<file path="src/rtl/bus_test_sequencer_if.sv">
// bus_test_sequencer_if
// Groups the per-master bus signals that run between the sequencer and the
// bus masters it drives. Packed per-master fields put master i at
// [i*W +: W] for each field width W.
//
// Signals:
//   m_request    per-master busy/request, driven by the masters
//   m_enable     per-master enable
//   m_read_en    per-master read(1)/write(0)
//   m_burst_mode per-master burst mode, packed
//   m_data       per-master data, packed
//   m_addr       per-master address, packed
//
// Modports:
//   master  sequencer side (drives the master controls, observes requests)
//   slave   bus-master side (drives requests, observes the controls)
interface bus_test_sequencer_if #(
  parameter int N_MASTERS = 2,
  parameter int DATA_W    = 8,
  parameter int ADDR_W    = 14,
  parameter int BURST_W   = 3
);

  logic [N_MASTERS-1:0]         m_request;
  logic [N_MASTERS-1:0]         m_enable;
  logic [N_MASTERS-1:0]         m_read_en;
  logic [N_MASTERS*BURST_W-1:0] m_burst_mode;
  logic [N_MASTERS*DATA_W-1:0]  m_data;
  logic [N_MASTERS*ADDR_W-1:0]  m_addr;

  modport master (
    input  m_request,
    output m_enable,
    output m_read_en,
    output m_burst_mode,
    output m_data,
    output m_addr
  );

  modport slave (
    output m_request,
    input  m_enable,
    input  m_read_en,
    input  m_burst_mode,
    input  m_data,
    input  m_addr
  );

endinterface

</file>
<file path="src/rtl/bus_test_sequencer.sv">
// bus_test_sequencer
// Programmable stimulus sequencer. A step table is loaded while idle; a run
// walks the table from start_idx, driving one master per step for
// ENABLE_CYCLES cycles after an optional idle gap, then waits for every
// master to drop its request (bounded by TIMEOUT cycles).
//
// Ports:
//   clk          clock, all state on the rising edge
//   reset        asynchronous, active-low reset
//   start        run request, accepted only while idle
//   start_idx    first step of the run
//   cfg_we       table write strobe, accepted only while idle
//   cfg_idx      table write index
//   cfg_data     table entry {last, gap, master, read, burst, addr, data}
//   bus          per-master bus signals (sequencer-side modport)
//   busy         high while a run is in progress
//   done         one-cycle pulse at the end of a run
//   timeout_err  sticky WAIT timeout flag, cleared by an accepted start
//   step_out     index of the current step
module bus_test_sequencer #(
  parameter int N_MASTERS     = 2,
  parameter int DATA_W        = 8,
  parameter int ADDR_W        = 14,
  parameter int BURST_W       = 3,
  parameter int N_STEPS       = 16,
  parameter int GAP_W         = 4,
  parameter int ENABLE_CYCLES = 3,
  parameter int TIMEOUT       = 255,
  localparam int IW      = $clog2(N_STEPS),
  localparam int MW      = (N_MASTERS > 1) ? $clog2(N_MASTERS) : 1,
  localparam int ENTRY_W = 1 + GAP_W + MW + 1 + BURST_W + ADDR_W + DATA_W
) (
  input  logic                clk,
  input  logic                reset,
  input  logic                start,
  input  logic [IW-1:0]       start_idx,
  input  logic                cfg_we,
  input  logic [IW-1:0]       cfg_idx,
  input  logic [ENTRY_W-1:0]  cfg_data,
  bus_test_sequencer_if.master bus,
  output logic                busy,
  output logic                done,
  output logic                timeout_err,
  output logic [IW-1:0]       step_out
);

  typedef struct packed {
    logic               last;
    logic [GAP_W-1:0]   gap;
    logic [MW-1:0]      master;
    logic               read;
    logic [BURST_W-1:0] burst;
    logic [ADDR_W-1:0]  addr;
    logic [DATA_W-1:0]  data;
  } entry_t;

  // One shared counter times the gap, the issue window and the wait, so it
  // must hold the largest of the three limits.
  localparam int CNT_A   = (TIMEOUT > ENABLE_CYCLES) ? TIMEOUT : ENABLE_CYCLES;
  localparam int CNT_MAX = (CNT_A > (1 << GAP_W)) ? CNT_A : (1 << GAP_W);
  localparam int CNT_W   = $clog2(CNT_MAX + 1);
  localparam int RUN_W   = IW + 1;

  typedef enum logic [2:0] {
    S_IDLE,
    S_LOAD,
    S_GAP,
    S_ISSUE,
    S_WAIT,
    S_DONE
  } state_t;

  state_t               state;
  state_t               state_next;
  entry_t               tbl [N_STEPS];
  entry_t               cur;
  logic [IW-1:0]        step_idx;
  logic [RUN_W-1:0]     steps_run;
  logic [CNT_W-1:0]     cnt;
  logic                 req_any;
  logic                 wait_timeout;

  logic [N_MASTERS-1:0]         enable_d;
  logic [N_MASTERS-1:0]         read_d;
  logic [N_MASTERS*BURST_W-1:0] burst_d;
  logic [N_MASTERS*DATA_W-1:0]  data_d;
  logic [N_MASTERS*ADDR_W-1:0]  addr_d;
  logic                         busy_d;
  logic                         done_d;

  assign req_any      = |bus.m_request;
  assign wait_timeout = (state == S_WAIT) && req_any &&
                        (cnt == CNT_W'(TIMEOUT - 1));
  assign step_out     = step_idx;

  always_ff @(posedge clk or negedge reset) begin
    if (!reset) begin
      state <= S_IDLE;
    end else begin
      state <= state_next;
    end
  end

  always_comb begin
    state_next = state;
    case (state)
      S_IDLE:  if (start) state_next = S_LOAD;
      // The entry is still being registered, so the gap test reads the table.
      S_LOAD:  state_next = (tbl[step_idx].gap != '0) ? S_GAP : S_ISSUE;
      S_GAP:   if (cnt == CNT_W'(cur.gap - 1'b1)) state_next = S_ISSUE;
      S_ISSUE: if (cnt == CNT_W'(ENABLE_CYCLES - 1)) state_next = S_WAIT;
      S_WAIT: begin
        if (!req_any) begin
          state_next = (cur.last || (steps_run == RUN_W'(N_STEPS))) ? S_DONE : S_LOAD;
        end else if (wait_timeout) begin
          state_next = S_DONE;
        end
      end
      S_DONE:  state_next = S_IDLE;
      default: state_next = S_IDLE;
    endcase
  end

  // A master field that matches no master index leaves every master silent.
  always_comb begin
    enable_d = '0;
    read_d   = '0;
    burst_d  = '0;
    data_d   = '0;
    addr_d   = '0;
    busy_d   = (state != S_IDLE);
    done_d   = (state == S_DONE);
    if ((state == S_ISSUE) || (state == S_WAIT)) begin
      for (int i = 0; i < N_MASTERS; i++) begin
        if (cur.master == MW'(i)) begin
          enable_d[i]                   = (state == S_ISSUE);
          read_d[i]                     = cur.read;
          burst_d[i*BURST_W +: BURST_W] = cur.burst;
          data_d[i*DATA_W +: DATA_W]    = cur.data;
          addr_d[i*ADDR_W +: ADDR_W]    = cur.addr;
        end
      end
    end
  end

  always_ff @(posedge clk or negedge reset) begin
    if (!reset) begin
      bus.m_enable     <= '0;
      bus.m_read_en    <= '0;
      bus.m_burst_mode <= '0;
      bus.m_data       <= '0;
      bus.m_addr       <= '0;
      busy             <= 1'b0;
      done             <= 1'b0;
    end else begin
      bus.m_enable     <= enable_d;
      bus.m_read_en    <= read_d;
      bus.m_burst_mode <= burst_d;
      bus.m_data       <= data_d;
      bus.m_addr       <= addr_d;
      busy             <= busy_d;
      done             <= done_d;
    end
  end

  // The counter restarts on every state change so each phase times itself
  // from zero; it is parked at zero while idle.
  always_ff @(posedge clk or negedge reset) begin
    if (!reset) begin
      for (int i = 0; i < N_STEPS; i++) begin
        tbl[i] <= '0;
      end
      cur         <= '0;
      step_idx    <= '0;
      steps_run   <= '0;
      cnt         <= '0;
      timeout_err <= 1'b0;
    end else begin
      if ((state == S_IDLE) && cfg_we) begin
        tbl[cfg_idx] <= cfg_data;
      end
      if ((state == S_IDLE) || (state_next != state)) begin
        cnt <= '0;
      end else begin
        cnt <= cnt + 1'b1;
      end
      case (state)
        S_IDLE: begin
          if (start) begin
            step_idx    <= start_idx;
            steps_run   <= '0;
            timeout_err <= 1'b0;
          end
        end
        S_LOAD: begin
          cur       <= tbl[step_idx];
          steps_run <= steps_run + 1'b1;
        end
        S_WAIT: begin
          if (state_next == S_LOAD) begin
            step_idx <= step_idx + 1'b1;
          end else if (wait_timeout) begin
            timeout_err <= 1'b1;
          end
        end
        default: ;
      endcase
    end
  end

endmodule

</file>
<file path="src/flat_wrapper.sv">
// flat-port wrapper written by rule: the top's interface ports become plain ports
module bus_test_sequencer_flat 
#(
  parameter int N_MASTERS     = 2,
  parameter int DATA_W        = 8,
  parameter int ADDR_W        = 14,
  parameter int BURST_W       = 3,
  parameter int N_STEPS       = 16,
  parameter int GAP_W         = 4,
  parameter int ENABLE_CYCLES = 3,
  parameter int TIMEOUT       = 255,
  localparam int IW      = $clog2(N_STEPS),
  localparam int MW      = (N_MASTERS > 1) ? $clog2(N_MASTERS) : 1,
  localparam int ENTRY_W = 1 + GAP_W + MW + 1 + BURST_W + ADDR_W + DATA_W
)
  (clk, reset, start, start_idx, cfg_we, cfg_idx, cfg_data, busy, done, timeout_err, step_out, bus_m_request, bus_m_enable, bus_m_read_en, bus_m_burst_mode, bus_m_data, bus_m_addr);
  bus_test_sequencer_if #(.N_MASTERS(N_MASTERS), .DATA_W(DATA_W), .ADDR_W(ADDR_W), .BURST_W(BURST_W)) bus_i ();
  input  logic clk;
  input  logic reset;
  input  logic start;
  input  logic [IW-1:0] start_idx;
  input  logic cfg_we;
  input  logic [IW-1:0] cfg_idx;
  input  logic [ENTRY_W-1:0] cfg_data;
  output logic busy;
  output logic done;
  output logic timeout_err;
  output logic [IW-1:0] step_out;
  input wire logic [$bits(bus_i.m_request)-1:0] bus_m_request;
  output wire logic [$bits(bus_i.m_enable)-1:0] bus_m_enable;
  output wire logic [$bits(bus_i.m_read_en)-1:0] bus_m_read_en;
  output wire logic [$bits(bus_i.m_burst_mode)-1:0] bus_m_burst_mode;
  output wire logic [$bits(bus_i.m_data)-1:0] bus_m_data;
  output wire logic [$bits(bus_i.m_addr)-1:0] bus_m_addr;
  assign bus_i.m_request = bus_m_request;
  assign bus_m_enable = bus_i.m_enable;
  assign bus_m_read_en = bus_i.m_read_en;
  assign bus_m_burst_mode = bus_i.m_burst_mode;
  assign bus_m_data = bus_i.m_data;
  assign bus_m_addr = bus_i.m_addr;
  bus_test_sequencer #(.N_MASTERS(N_MASTERS), .DATA_W(DATA_W), .ADDR_W(ADDR_W), .BURST_W(BURST_W), .N_STEPS(N_STEPS), .GAP_W(GAP_W), .ENABLE_CYCLES(ENABLE_CYCLES), .TIMEOUT(TIMEOUT)) u_core (.clk(clk), .reset(reset), .start(start), .start_idx(start_idx), .cfg_we(cfg_we), .cfg_idx(cfg_idx), .cfg_data(cfg_data), .bus(bus_i), .busy(busy), .done(done), .timeout_err(timeout_err), .step_out(step_out));
endmodule
</file>
<file path="config.mk">
export PLATFORM = sky130hd
export DESIGN_NAME = bus_test_sequencer_flat
export DESIGN_NICKNAME = d
export VERILOG_FILES = /design/src/rtl/bus_test_sequencer_if.sv /design/src/rtl/bus_test_sequencer.sv /design/src/flat_wrapper.sv
export SDC_FILE = /design/constraint.sdc
export NUM_CORES = 1
export LEC_CHECK = 0
export CORE_AREA = 3 3 217 219
export DETAILED_ROUTE_END_ITERATION = 7
export DIE_AREA = 0 0 220 222
export PLACE_DENSITY = 0.89
export SETUP_SLACK_MARGIN = 0.02
export SYNTH_ARGS = -nofsm -noshare
export SYNTH_HDL_FRONTEND = slang
export SYNTH_SLANG_ARGS = --single-unit
</file>
<file path="constraint.sdc">
create_clock -name clk -period 7.3 [get_ports clk]
set_input_delay 1.46 -clock clk [delete_from_list [all_inputs] [get_ports clk]]
set_output_delay 1.46 -clock clk [all_outputs]
set_load 0.03 [all_outputs]
</file>
==> impl_summary.txt <==
----------------------------------------------------
[STA]
  Number of failing hold endpoints at the final stage ... 0
  Setup-failing EPs final ... 0
  Final total negative setup slack ... 0 ns
  Unrepaired setup endpoints after global routing ... false
  Final worst-path setup slack ... 3.16 ns
  Period utilisation layout ... 0.568
  FMAX ... 241 MHz
  Clock tree skew after final layout ... 0.0157 ns
  Clock period minus worst slack ... 4.14 ns
  Pin slew with the least headroom to its limit ... 1.12 ns
  Max-slew headroom at the worst pin ... 0.256
  Final Max Slew Viols ... 0

[Drt]
  Detailed route wirelength on metal3 ... 3600 um
  Metal1 wirelength ... 24,600 um
  Top layer in use ... met4
  Number of nets with antenna violations after detailed routing ... 0
  Met2 layer wire length in the routed design ... 31,500 um
  Post-detailed-route DRC marker count ... 0
  Final Routed Wirelength ... 61,500 um
  Drt first-iter violations ... 1,111
  Vias ... 15,400
  Avg WL per Cell ... 25.0 um
  Router iterations before antenna repair ... 5
  Detail-routed via count per cell ... 6.27

[GRT]
  Antenna violations before repair ... 2
  Total grt overflow ... 0
  Total Routing Usage GR ... 0.257
  First-pass GRT wire length ... 97,000 um
  Largest net degree at the start of global routing ... 186
  Number of global-route vias before repair ... 16,700

[CTS]
  Number of CTS-inserted buffers ... 60
  CTS clock-pin slew for the worst setup and hold paths ... 0.06 ns
  Clock tree from TritonCTS ... built
  Clock H-tree levels ... 2
  Clock latency reported for the late side of the worst-skew pair ... 0.62 ns
  CTS Root Cell ... sky130_fd_sc_hd__clkbuf_16
  Count of buffers added by post-CTS timing repair for setup ... 0
  Maximum buffer depth of the clock tree ... 3
  Sink Count ... 621
  Hold buffer count at CTS ... 0
  Count of cells resized by post-cts repair ... 0

[Logic synthesis]
  Leading post-synthesis cells by instance count ... 621 x sky130_fd_sc_hd__dfrtp_1, 512 x sky130_fd_sc_hd__mux2_2, 153 x sky130_fd_sc_hd__mux4_2, 111 x sky130_fd_sc_hd__nand2_1, 80 x sky130_fd_sc_hd__clkbuf_1
  Largest cells by area after synthesis ... sky130_fd_sc_hd__dfrtp_1 57%, sky130_fd_sc_hd__mux2_2 21%, sky130_fd_sc_hd__mux4_2 13%, sky130_fd_sc_hd__nand2_1 1.5%, sky130_fd_sc_hd__and2_1 1.3%
  Post-synth top area share ... 0.573
  Mapped cell area ... 27,100 um^2
  Post-synth top flop ... sky130_fd_sc_hd__dfrtp_1
  Most common cell in the netlist ... sky130_fd_sc_hd__dfrtp_1
  Count of flip-flops with a built-in enable after synthesis ... 0
  Register area share after synthesis ... 0.573
  Yosys cell types ... 54
  Post-Synthesis Net Count ... 1,796
  Gate count after technology mapping ... 1,744
  #FFs+latches synth ... 621
  Synth area leader ... sky130_fd_sc_hd__dfrtp_1
  Mapped Avg Cell Area ... 15.6 um^2
  Warning count from the yosys run ... 0
  Fraction of synthesis flops using an asynchronous set or reset pin ... 1.00

[Setup path]
  Startpoint Class ... flip-flop
  Kind of end point of the critical path ... primary output
  Arrival time of data at the critical path endpoint ... 2.68 ns
  Critical path peak fanout ... 29
  Required time of the critical path ... 5.84 ns
  Critical Setup Path Class ... flip-flop to primary output

[Finish]
  Diodes inserted ... 0
  Total number of nets in the final design ... 1,860
  Area delta synth->final ... 13.7%
  Share of cells above drive strength 1 ... 0.450
  Number of non-filler instances in the completed layout ... 2,459

[Pwr]
  Pleak ... 14.7 nW
  Power density over the cells ... 362 nW/um^2
  Worst VDD drop ... 0.223 mV

[Floorplan]
  FP Rows ... 78
  Area of the die ... 48,800 um^2
  Number of ports placed on the die boundary ... 107
  Width of the die ... 220 um
  Initial Utilization ... 0.599
  Floorplan core area ... 45,300 um^2
  Overall die height ... 222 um

[Worst hold path]
  Worst Hold Class ... flip-flop to flip-flop

[Place]
  Cell total after placement ... 2,346
  Number of I/O port buffers ... 106
  Global placement routability congestion ... 0.788
  Pre-CTS setup slack ... 3.46 ns
  Final HPWL from detailed placement ... 35,200 um

[Status]
  Outcome ... completed

[Job]
  Maximum capacitance violations ... 0

----------------------------------------------------
state kept, by name (all words and copies together), names as in the netlist:
| register | count |
|---|---|
| u_core.tbl | 512 |
| u_core.cur | 32 |
| u_core.bus.m_addr | 28 |
| u_core.bus.m_data | 16 |
| u_core.cnt | 8 |
| u_core.bus.m_burst_mode | 6 |
| u_core.steps_run | 5 |
| u_core.step_out | 4 |
| u_core.state | 3 |
| u_core.bus.m_enable | 2 |
| u_core.bus.m_read_en | 2 |
| u_core.busy | 1 |
| u_core.done | 1 |
| u_core.timeout_err | 1 |
cell type report:
class	instances	area, um^2
flip-flops and latches	621	15500
clock buffers	83	1760
clock inverters	30	317
fillers	2882	14400
well taps	600	751
repair buffers	140	1350
inverters	9	33.8
multi-input cells	976	11100
through the flow:
stage                util  hold slack (ns)  instance area [um^2]  total power, W
floorplan               -            0.426                 27100         0.00708
global placement    0.635            0.463                 28800         0.00776
detailed placement  0.635            0.480                 28800         0.00796
CTS                 0.681            0.490                 30800          0.0112
global route        0.681            0.507                 30800          0.0117
finish              0.681            0.490                 30800          0.0112
critical path: stages, from the launching register on:
cell and delay [ns]:
sky130_fd_sc_hd__dfrtp_2 0.74, sky130_fd_sc_hd__buf_4 0.55, sky130_fd_sc_hd__clkdlybuf4s50_1 0.78
metal layers:
| metal | vias to the layer above | track usage |
|---|---|---|
| li1 | 6467 | - |
| met1 | 8317 | 0.345 |
| met2 | 512 | 0.433 |
| met3 | 132 | 0.0444 |
| met4 | 0 | 0.0850 |
| met5 | - | 0 |
cells in the final DEF (no fill, tap or decap), drive strengths merged, types with 12 or more instances in the layout:
master,synthesis,routed
dfrtp,621,621
mux2,514,514
mux4,156,156
nand2,111,111
clkdlybuf4s50,0,105
clkbuf,80,83
and2,56,56
buf,58,35
nor2,24,24
clkinv,0,19
o21ai,13,13
inv,9,12
cell families after synthesis:
| logic type | synth area share |
|---|---|
| muxes | 0.344 |
| DFF | 0.573 |
| and+or+nand+nor | 0.0432 |
| buffers and inverters | 0.0214 |
| AOI/OAI and AO/OA | 0.0123 |
| xor gates and xnor gates | 0.00355 |
| adders and majority gates | 0.00277 |
power by group:
group          total (W)  internal, W  switching (W)
registers        0.00502      0.00437       0.000649
clock network    0.00322      0.00189        0.00132
logic            0.00292      0.00166        0.00126
final timing paths:
kind / from / endpoint / slack [ns] / depth (start not counted)
worst max-delay path: u_core.step_out[2] / step_out[2] / 3.16 / 2
worst min-delay path: u_core.cur[19] / u_core.cur[19] / 0.49 / 2
worst max register to register: u_core.step_out[1] / u_core.step_out[1] / 3.39 / 7
worst min register to register: u_core.cur[19] / u_core.cur[19] / 0.49 / 2
max in group asynchronous: reset / u_core.tbl[163] / 4.75 / 2
min in group asynchronous: reset / u_core.bus.m_addr[0] / 0.89 / 1
Note: power is estimated with default switching activity, not from simulation.
